File: config.mk
export PLATFORM = sky130hd
export DESIGN_NAME = ahb_wb_bridge
export DESIGN_NICKNAME = d
export VERILOG_FILES = /design/src/rtl/ahb_wb_pkg.sv /design/src/rtl/ahb_wb_timeout.sv /design/src/rtl/ahb_wb_bridge.sv
export SDC_FILE = /design/constraint.sdc
export NUM_CORES = 1
export LEC_CHECK = 0
export ABC_AREA = 0
export BUFFER_PORTS_ARGS = -buffer_cell sky130_fd_sc_hd__buf_2
export CAP_MARGIN = 10
export CORE_ASPECT_RATIO = 1.25
export CORE_MARGIN = 2
export CORE_UTILIZATION = 27
export CTS_CLUSTER_SIZE = 28
export DETAILED_ROUTE_END_ITERATION = 6
export HOLD_SLACK_MARGIN = 0.03
export SETUP_SLACK_MARGIN = 0.2
export SKIP_CTS_REPAIR_TIMING = 1
export SLEW_MARGIN = 25
export SYNTH_ARGS = -nofsm -noshare
export SYNTH_HDL_FRONTEND = slang
export SYNTH_SLANG_ARGS = --single-unit
File: constraint.sdc
create_clock -name HCLK -period 3 [get_ports HCLK]
set_clock_uncertainty 0.2 [all_clocks]
set_input_delay 0 -clock HCLK [delete_from_list [all_inputs] [get_ports HCLK]]
set_output_delay 0 -clock HCLK [all_outputs]
set_load 0.01 [all_outputs]
File: src/rtl/ahb_wb_pkg.sv
// Shared constants, state encoding and byte-lane helper for the AHB-Lite to
// Wishbone bridge.
package ahb_wb_pkg;

  localparam logic [1:0] HTRANS_IDLE   = 2'b00;
  localparam logic [1:0] HTRANS_BUSY   = 2'b01;
  localparam logic [1:0] HTRANS_NONSEQ = 2'b10;
  localparam logic [1:0] HTRANS_SEQ    = 2'b11;

  localparam logic HRESP_OKAY  = 1'b0;
  localparam logic HRESP_ERROR = 1'b1;

  typedef enum logic [2:0] {
    IDLE,
    ACCESS,
    RESP,
    ERR1,
    ERR2
  } state_t;

  // Byte-lane mask for a transfer of 2**size bytes at the given address,
  // aligned down to the size boundary. Returned in 8 bits; callers keep the
  // low 'lanes' bits.
  function automatic logic [7:0] byte_sel(input logic [2:0] size,
                                          input logic [2:0] addr_lsbs,
                                          input int         lanes);
    int          nbytes;
    int          offset;
    logic [15:0] mask;
    nbytes = 1 << size;
    offset = (int'(addr_lsbs) % lanes) & ~(nbytes - 1);
    mask   = 16'((1 << nbytes) - 1) << offset;
    return mask[7:0];
  endfunction

endpackage

File: src/rtl/ahb_wb_timeout.sv
// Wishbone wait-cycle watchdog: counts enabled cycles since the last clear and
// flags the cycle in which the TIMEOUT_CYCLES-th wait cycle is reached.
// A TIMEOUT_CYCLES of 0 removes the counter entirely.
module ahb_wb_timeout #(
  parameter int TIMEOUT_CYCLES = 255
) (
  input  logic i_clk,
  input  logic i_rst_n,
  input  logic i_clr,
  input  logic i_en,
  output logic o_expired
);

  generate
    if (TIMEOUT_CYCLES > 0) begin : g_cnt
      localparam int CW = $clog2(TIMEOUT_CYCLES + 1);

      logic [CW-1:0] r_cnt;

      // Count wait cycles; cleared whenever the bridge is not waiting on Wishbone.
      always_ff @(posedge i_clk or negedge i_rst_n) begin
        if (!i_rst_n) begin
          r_cnt <= '0;
        end else if (i_clr) begin
          r_cnt <= '0;
        end else if (i_en) begin
          r_cnt <= r_cnt + CW'(1);
        end
      end

      // Expired during the last permitted wait cycle so the bridge leaves
      // ACCESS exactly TIMEOUT_CYCLES cycles after entering it.
      assign o_expired = i_en && (r_cnt == CW'(TIMEOUT_CYCLES - 1));
    end else begin : g_off
      logic w_unused_ctl;
      assign w_unused_ctl = ^{i_clk, i_rst_n, i_clr, i_en};
      assign o_expired    = 1'b0;
    end
  endgenerate

endmodule

File: src/rtl/ahb_wb_bridge.sv
// AHB-Lite slave to Wishbone classic master bridge. Each accepted AHB beat
// becomes one Wishbone cycle; Wishbone errors, timeouts and oversize
// transfers are reported with the two-cycle AHB ERROR response.
module ahb_wb_bridge
  import ahb_wb_pkg::*;
#(
  parameter int ADDR_WIDTH     = 32,
  parameter int DATA_WIDTH     = 32,
  parameter int TIMEOUT_CYCLES = 255
) (
  input  logic                    HCLK,
  input  logic                    HRESETn,
  input  logic                    HSEL,
  input  logic [ADDR_WIDTH-1:0]   HADDR,
  input  logic [1:0]              HTRANS,
  input  logic                    HWRITE,
  input  logic [2:0]              HSIZE,
  input  logic [2:0]              HBURST,
  input  logic [DATA_WIDTH-1:0]   HWDATA,
  input  logic                    HREADY,
  output logic [DATA_WIDTH-1:0]   HRDATA,
  output logic                    HREADYOUT,
  output logic                    HRESP,
  output logic                    wb_cyc,
  output logic                    wb_stb,
  output logic                    wb_we,
  output logic [ADDR_WIDTH-1:0]   wb_adr,
  output logic [DATA_WIDTH/8-1:0] wb_sel,
  output logic [DATA_WIDTH-1:0]   wb_dat_w,
  input  logic [DATA_WIDTH-1:0]   wb_dat_r,
  input  logic                    wb_ack,
  input  logic                    wb_err
);

  localparam int LANES     = DATA_WIDTH / 8;
  localparam int LANE_LOG2 = $clog2(LANES);

  state_t r_state;
  logic   w_accept;
  logic   w_legal;
  logic   w_tmo_clr;
  logic   w_tmo_en;
  logic   w_tmo_expired;
  logic   w_unused_bits;

  // Bursts are split into independent beats and only HTRANS[1] qualifies a
  // transfer, so these inputs carry no information for the bridge.
  assign w_unused_bits = ^{HBURST, HTRANS[0]};

  assign w_accept = HSEL & HTRANS[1] & HREADY;
  assign w_legal  = (HSIZE <= 3'(LANE_LOG2));

  // HWDATA belongs to the data phase and is held by the master while
  // HREADYOUT is low, so it can drive the Wishbone write bus directly.
  assign wb_dat_w = HWDATA;

  // Counter is held at zero outside ACCESS, which clears it on every entry.
  assign w_tmo_en  = (r_state == ACCESS);
  assign w_tmo_clr = (r_state != ACCESS);

  ahb_wb_timeout #(
    .TIMEOUT_CYCLES(TIMEOUT_CYCLES)
  ) u_timeout (
    .i_clk    (HCLK),
    .i_rst_n  (HRESETn),
    .i_clr    (w_tmo_clr),
    .i_en     (w_tmo_en),
    .o_expired(w_tmo_expired)
  );

  // Bridge FSM with registered AHB response and Wishbone request outputs.
  always_ff @(posedge HCLK or negedge HRESETn) begin
    if (!HRESETn) begin
      r_state   <= IDLE;
      HREADYOUT <= 1'b1;
      HRESP     <= HRESP_OKAY;
      HRDATA    <= '0;
      wb_cyc    <= 1'b0;
      wb_stb    <= 1'b0;
      wb_we     <= 1'b0;
      wb_adr    <= '0;
      wb_sel    <= '0;
    end else begin
      case (r_state)
        // Every state with HREADYOUT high can take a new address phase.
        IDLE, RESP, ERR2: begin
          if (w_accept && w_legal) begin
            r_state   <= ACCESS;
            HREADYOUT <= 1'b0;
            HRESP     <= HRESP_OKAY;
            wb_cyc    <= 1'b1;
            wb_stb    <= 1'b1;
            wb_we     <= HWRITE;
            wb_adr    <= HADDR;
            wb_sel    <= LANES'(byte_sel(HSIZE, HADDR[2:0], LANES));
          end else if (w_accept) begin
            r_state   <= ERR1;
            HREADYOUT <= 1'b0;
            HRESP     <= HRESP_ERROR;
          end else begin
            r_state   <= IDLE;
            HREADYOUT <= 1'b1;
            HRESP     <= HRESP_OKAY;
          end
        end
        // Error beats ack; ack beats a timeout landing in the same cycle.
        ACCESS: begin
          if (wb_err) begin
            r_state   <= ERR1;
            HRESP     <= HRESP_ERROR;
            wb_cyc    <= 1'b0;
            wb_stb    <= 1'b0;
          end else if (wb_ack) begin
            r_state   <= RESP;
            HREADYOUT <= 1'b1;
            HRESP     <= HRESP_OKAY;
            wb_cyc    <= 1'b0;
            wb_stb    <= 1'b0;
            if (!wb_we) begin
              HRDATA <= wb_dat_r;
            end
          end else if (w_tmo_expired) begin
            r_state   <= ERR1;
            HRESP     <= HRESP_ERROR;
            wb_cyc    <= 1'b0;
            wb_stb    <= 1'b0;
          end
        end
        ERR1: begin
          r_state   <= ERR2;
          HREADYOUT <= 1'b1;
          HRESP     <= HRESP_ERROR;
        end
        default: begin
          r_state   <= IDLE;
          HREADYOUT <= 1'b1;
          HRESP     <= HRESP_OKAY;
        end
      endcase
    end
  end

endmodule

**Word level (Yosys, flattened, before mapping)**

Index checks and enable logic that the tools add are counted.

- Register bits after elaboration: 83

- $add $sub $neg: 3
- Order comparisons: 1
- Eq/ne operators: 10
- Shifts and indexed selects: 3
- Mux-type cells: 24
- Bitwise logic cells: 6
- Reduce and logical (&&, ||, !) cells: 10

Operators by type and width:

| kind | number |
|---|---|
| $and 3x32->32 | 1 |
| $not 32->32 | 1 |
| $shl 1x3->32 const A | 1 |
| $shl 1x32->16 const A | 1 |
| $shl 16x32->4 | 1 |
| $sub 32x2->32 const B | 1 |
| $mux 8 | 2 |
| $sub 16x2->16 const B | 1 |
| $mux 1 | 13 |
| $mux 3 | 3 |
| $pmux 3 s3 | 1 |
| $add 8x1->8 const B | 1 |
| $eq 8x8->1 const B | 1 |
| $eq 3x2->1 const B | 2 |
| $ne 2x2->1 const B | 3 |
| $mux 2 | 2 |
| $ne 4x4->1 const B | 1 |
| $pmux 1 s2 | 2 |
| $reduce_and 2->1 | 2 |
| $reduce_and 4->1 | 1 |
| $reduce_bool 2->1 | 2 |
| $eq 3x1->1 const B | 1 |
| $eq 3x3->1 const B | 1 |
| $le 3x2->1 const B | 1 |
| other kinds (8) | 11 |

**Depth between registers and ports, before layout**

Gate-level depths: netlist of run 1.

- Depth in word-level cells: 6
- Depth in mapped cells: 5

**Cells and area by module**

Synthesis of run 1 repeated with hierarchy kept, for this count alone.

- Cell total of the unflattened synthesis: 259
- Area total of the unflattened synthesis: 3698.5 sq um

By module, submodules not included:

| module | times used | cells an instance | area each (sq um) | sequential area each (sq um) |
|---|---|---|---|---|
| ahb_wb_bridge | 1 | 218 | 3286.9 | 1878.1 |
| ahb_wb_timeout | 1 | 41 | 411.6 | 200.2 |

**Worst setup path before layout of run 1**

OpenSTA, ideal clock, no wires.

- Path type: register to register
- From: register r_state[2]
- To: register HRDATA[0]
- Setup time: 0.125 ns
- Arrival time: 1.676 ns
- Required time: 2.675 ns
- Setup slack: 0.998 ns
- Stages on the path, launching flop included: 6
- Path buffers: 2
- Cell sequence: dfrtp_1 > or3b_1 > or3_1 > buf_2 > buf_6 > mux2_4

- Cells in the longest elaborated chain, start to end: 2

Ends and longest elaborated chain:

| element | RTL line | text |
|---|---|---|
| start, declared | ahb_wb_bridge.sv:38 | `state_t r_state;` |
| start signal, assigned | ahb_wb_bridge.sv:74 | `r_state <= IDLE;` |
| start signal, assigned | ahb_wb_bridge.sv:88 | `r_state <= ACCESS;` |
| start signal, assigned | ahb_wb_bridge.sv:97 | `r_state <= ERR1;` |
| $eq 3x1->1 | ahb_wb_bridge.sv:84 | `case (r_state)` |
| $reduce_and 4->1 (no line) | -- |  |
| end signal, assigned | ahb_wb_bridge.sv:120 | `HRDATA <= wb_dat_r;` |
| end, declared | ahb_wb_bridge.sv:21 | `output logic [DATA_WIDTH-1:0] HRDATA,` |

Every way passes these cells.
A chain may end at the register's enable or synchronous reset.

**Final worst setup path of run 1**

- From: register r_state[2]
- To: register HRDATA[2]

Same word-level chain as after synthesis.

==> results of run 1 <==
[metrics by stage]
stage                     worst slack [ps]  total power, uW  cell area [um2]  cells  hold slack (ps)
after floorplan                      998.5             2490             3603    253           -495.6
after global placement               561.0             2970             4267    531           -199.9
after detailed placement             521.6             3005             4267    531           -199.9
after CTS                            516.6             4089             4549    547           -323.6
after global routing                 418.7             4421             5644    656            156.2
final                                515.6             4158             5644    656            82.15
[registers in the layout, summed over array words and instances, names as in the netlist]
signal / flops
HRDATA: 32
wb_adr: 32
u_timeout.g_cnt.r_cnt: 8
wb_sel: 4
r_state: 3
HREADYOUT: 1
HRESP: 1
wb_stb: 1
wb_we: 1
[placed cells by master (no fill, tap or decap), drive strengths merged, types with 2 or more instances in the layout]
cell and n:
clkinvlp 3, mux2 66, nand2 8, clkbuf 13, dfrtp 82, nand4 2
nand3 3, nor2 10, a21boi 2, ha 2, dlygate4sd3 109, a21oi 3
nand2b 3, buf 149, xor2 5, inv 3, o21ai 6, nand3b 2
[area by class of cell]
cell class | instances | area [um2] | share of cell area, %
flip-flops and latches | 83 | 2078 | 36.82
repair buffers | 258 | 1848 | 32.74
multi-input cells | 125 | 1210 | 21.44
clock buffers | 13 | 260.3 | 4.611
well taps | 171 | 214.0 | 3.791
clock inverters | 3 | 22.52 | 0.3990
inverters | 3 | 11.26 | 0.1995
[worst paths after layout]
kind | startpoint | endpoint | slack, ps | depth (start not counted)
min in group HCLK | HTRANS[1] | wb_adr[30] | 130 | 4
min reg2reg | wb_sel[0] | wb_sel[0] | 280 | 2
max reg2reg | r_state[2] | HRDATA[2] | 520 | 4
max | r_state[2] | HRDATA[2] | 520 | 4
max in group asynchronous | HRESETn | wb_sel[3] | 2010 | 2
min | HRESETn | HRDATA[19] | 80 | 2
[cell families after synthesis]
family / after synthesis
compound gates: 14
fa+ha+maj: 2
simple gates: 37
xor+xnor: 6
mux: 66
buf+inv: 45
flops: 83
[power by group through the flow]
| stage | clock (uW) | sequential [uW] | combinational, uW |
|---|---|---|---|
| 3_3_place_gp | 0 | 1740 | 1230 |
| 5_1_grt | 1130 | 1800 | 1490 |
| 2_1_floorplan | 0 | 1930 | 563 |
| 6_report | 1040 | 1740 | 1380 |
| 3_5_place_dp | 0 | 1750 | 1260 |
| 4_1_cts | 1090 | 1730 | 1260 |
[metal layers]
| layer | track usage, % | vias up |
|---|---|---|
| met4 | 6.410 | 0 |
| met3 | 3.865 | 17 |
| met2 | 17.72 | 126 |
| li1 | - | 1291 |
| met5 | 0 | - |
| met1 | 12.35 | 1324 |
==> results.json, run 1 <==
{
  "worstHoldPathType": "input port to async pin",
  "synth_top_area_share_pct": 56.94,
  "crit_path_end_kind": "register",
  "die_y_um": 133.2,
  "required_ps": 3020,
  "p_seq_share_pct": 41.8,
  "core_area_um2": 13110,
  "fin_crit_ps": 2484,
  "ir_drop_mv": 0.2619,
  "clk_pin_slew_worst_paths_ps": 60,
  "nFillCells": 1169,
  "critical_path_arrival_ps": 2500,
  "cp_top_family": "simple AND/OR/NAND/NOR gates",
  "path_cells": "or3b_1, or3_2, buf_4, mux2_4",
  "grt_pass1_wl_um": 12260,
  "outcome": "complete, no violations",
  "drive_gt1_share_pct": 47.63,
  "insertedDiodeCount": 0,
  "cp_slowest_cell": "or3b_1",
  "wl_met2_um": 4682,
  "grt_max_degree": 84,
  "synth-edff-count": 0,
  "die_w_um": 107.3,
  "drc": 0,
  "portBuffers": 147,
  "grt_pass1_vias": 2566,
  "wl_met1_um": 3537,
  "critPathMaxFanout": 32,
  "hold_viol_final": 0,
  "cts_buffer_depth": 2,
  "synth.distinct_cells": 33,
  "htreeDepth": 3,
  "slew_violations": 0,
  "rsz0062_at_grt": "no",
  "p_leak_uw": 0.002814,
  "netlist_top_cells_count": "dfrtp_1 (82), mux2_2 (36), buf_4 (33)",
  "ys_ff_latch": 83,
  "synth_compound_gate_area_share_pct": 2.292,
  "io_pins": 216,
  "row_count": 47,
  "syn_area_per_cell_um2": 14.24,
  "p_comb_share_pct": 33.2,
  "cpPeakStageDelay_ps": 540,
  "clk_latency_ps": 330,
  "fmax_mhz": 402.5,
  "root_buffer": "clkbuf_16",
  "synth_async_sr_flop_share_pct": 100.0,
  "fin_crit_sh_pct": 82.81,
  "num_vias": 2758,
  "fin_setup_tns_ps": 0,
  "start_util_pct": 27.48,
  "yosysWarnings": 0,
  "top_layer_used": "met4",
  "die-area_um2": 14290,
  "slew_headroom_pct": 50.26,
  "crit_path_start_kind": "register",
  "cts.sinks": 83,
  "synthAdderAreaFrac_pct": 0.6944,
  "final_nets": 593,
  "synthMuxAreaShare_pct": 23.75,
  "drtAntennaViolNets": 0,
  "syn_to_final_growth_pct": 56.63,
  "track_usage_pct": 10.93,
  "wl_per_cell_um": 13.80,
  "synth_top_flop_cell": "dfrtp_1",
  "ys_seq_area_share_pct": 57.67,
  "post-synth-top-area-cell": "dfrtp_1",
  "finish.utilization_pct": 43.04,
  "drt_iter0_markers": 86,
  "yosys-top-cells-area": "dfrtp_1 (57%), mux2_4 (13%), mux2_2 (11%)",
  "syn_inst": 253,
  "clockPowerShare_pct": 25.0,
  "route.met3.wl_um": 612,
  "antenna_found_initial": 0,
  "synthSimpleGateAreaFrac_pct": 5.347,
  "wirelength_um": 9052,
  "worstSetupPathType": "register to register",
  "dp_hpwl_um": 5389,
  "worst_pin_slew_ps": 746.1,
  "vias_per_cell": 4.204,
  "grt.overflow.total": 0,
  "synthesis.nets": 366,
  "synth_top_family_by_area": "multiplexers",
  "worst-path-buf-inv": 1,
  "p_per_area_nw_per_um2": 736.6,
  "swShare_pct": 29.50,
  "synth_xor_area_share_pct": 1.458,
  "routabilityCongestion": 0.6923,
  "cts_buffers": 9,
  "intPower_uw": 2931,
  "switching_power_uw": 1226,
  "cts_tree": "yes",
  "synth.most_common_cell": "dfrtp_1",
  "syn_area_um2": 3603,
  "setup_violations": 0,
  "drv_cap": 0,
  "drtPass1Iterations": 4
}
No activity file was read; power rests on OpenSTA's default activity.
==> run 2: changes to the inputs <==
==> constraint.sdc (replaced) <==
create_clock -name HCLK -period 2.4 [get_ports HCLK]
set_clock_uncertainty 0.2 [all_clocks]
set_input_delay 0 -clock HCLK [delete_from_list [all_inputs] [get_ports HCLK]]
set_output_delay 0 -clock HCLK [all_outputs]
set_load 0.01 [all_outputs]
==> run 2 against run 1 <==
Effect of this change: global-route usage is 0.28 points lower; critical path depth stayed put; register-to-register slack worse by 190 ps; clock-buffer cell count is 3 lower; non-clock buffer count is 1 higher; flip-flop and latch count stayed put; first-iteration DRC count is 28% lower; via count is 0.33% higher; largest cell class unchanged.
==> results.json, run 2 (synthesized netlist as in run 1, its figures left out) <==
{
  "insertedDiodeCount": 0,
  "most-common-layout-cells": "buf_2 (146), dlygate4sd3_1 (107), dfrtp_1 (82)",
  "fin_crit_ps": 2076,
  "row_count": 47,
  "grt_max_degree": 84,
  "crit_path_start_kind": "register",
  "wirelength_um": 9233,
  "grt_pass1_wl_um": 11920,
  "cts_buffers": 9,
  "grt.overflow.total": 0,
  "cts_buffer_depth": 2,
  "dp_hpwl_um": 5348,
  "critPathMaxFanout": 16,
  "nFillCells": 1184,
  "track_usage_pct": 10.65,
  "die_y_um": 133.2,
  "root_buffer": "clkbuf_16",
  "fin_setup_tns_ps": 0,
  "critical_path_arrival_ps": 2090,
  "core_area_um2": 13110,
  "wl_per_cell_um": 14.05,
  "portBuffers": 147,
  "syn_to_final_growth_pct": 57.57,
  "routabilityCongestion": 0.6801,
  "worst_pin_slew_ps": 752.8,
  "hold_viol_final": 0,
  "finalInstanceArea_um2": 5678,
  "slew_violations": 0,
  "place_area_um2": 4294,
  "drv_cap": 0,
  "drtPass1Iterations": 2,
  "clk_latency_ps": 330,
  "p_leak_uw": 0.002838,
  "worstHoldPathType": "input port to async pin",
  "drt_iter0_markers": 62,
  "r2r_slack_ps": 320,
  "io_pins": 216,
  "rsz0062_at_grt": "no",
  "antenna_found_initial": 0,
  "ir_drop_mv": 0.3716,
  "drc": 0,
  "finish.utilization_pct": 43.30,
  "final_common_cell": "buf_2",
  "htreeDepth": 3,
  "clk_pin_slew_worst_paths_ps": 60,
  "slew_headroom_pct": 49.81,
  "crit_path_end_kind": "register",
  "num_vias": 2767,
  "setup_violations": 0,
  "fmax_mhz": 481.6,
  "drive_gt1_share_pct": 48.56,
  "start_util_pct": 27.48,
  "grt_pass1_vias": 2486,
  "p_per_area_nw_per_um2": 915.7,
  "required_ps": 2420,
  "cts.sinks": 83,
  "cts_tree": "yes",
  "die-area_um2": 14290,
  "vias_per_cell": 4.212,
  "drtAntennaViolNets": 0,
  "outcome": "complete, no violations",
  "reg.largest.list": "HRDATA x32, wb_adr x32, u_timeout.g_cnt.r_cnt x8",
  "worstSetupPathType": "register to register",
  "final_nets": 594,
  "fin_crit_sh_pct": 86.51,
  "die_w_um": 107.3,
  "power.total_uw": 5200
}
-- run 2: cell types whose count changed in the layout (fill, tap and decap cells not counted), sizes merged --
| cell | delta |
|---|---|
| buf | +2 |
| clkinv | +3 |
| dlygate4sd3 | -2 |
| clkbuf | -2 |
-- run 2: worst paths after layout --
kind / startpoint / to / depth (start not counted)
worst max-delay path: r_state[2] / HRDATA[28] / 4
worst min-delay path: HRESETn / HRDATA[13] / 2
worst max register to register: r_state[2] / HRDATA[28] / 4
worst min register to register: wb_sel[0] / wb_sel[0] / 2
max in group asynchronous: HRESETn / wb_sel[0] / 2
min in group HCLK: HTRANS[1] / r_state[1] / 5
-- run 2: per-stage QoR --
step,cells,setup WS (ps),hold slack [ps]
CTS,549,245.2,-325.7
global placement,533,285.0,-199.9
floorplan,253,398.5,-495.6
global route,657,268.6,142.6
finish,657,323.7,91.57
detailed placement,533,247.3,-199.9
-- run 2: layer usage --
layer / vias to the layer above / GRT usage, % / part of all wire (%)
met5: - / 0 / 0
met4: 0 / 6.054 / 2.1
met1: 1345 / 12.09 / 38
met2: 124 / 17.55 / 53
li1: 1281 / - / -
met3: 17 / 3.425 / 6.9
-- run 2: critical path, cell delays in order (launching register included) --
cell       delay [ps]
dfrtp_1           400
or3b_1            400
or3_4             430
clkbuf_16         220
mux2_4            310
-- run 2: report_power, final --
part	internal (uW)	leakage (uW)	switching (uW)
logic	1010	0.00168	723
clock network	727	0.000130	559
registers	1900	0.00102	276
-- run 2: cell type report --
| cell class | instances | area [um2] | share of cell area, % |
|---|---|---|---|
| clock inverters | 6 | 41.29 | 0.7272 |
| repair buffers | 259 | 1881 | 33.12 |
| flip-flops and latches | 83 | 2078 | 36.60 |
| clock buffers | 10 | 239.0 | 4.209 |
| multi-input cells | 125 | 1214 | 21.37 |
| well taps | 171 | 214.0 | 3.768 |
| inverters | 3 | 11.26 | 0.1983 |
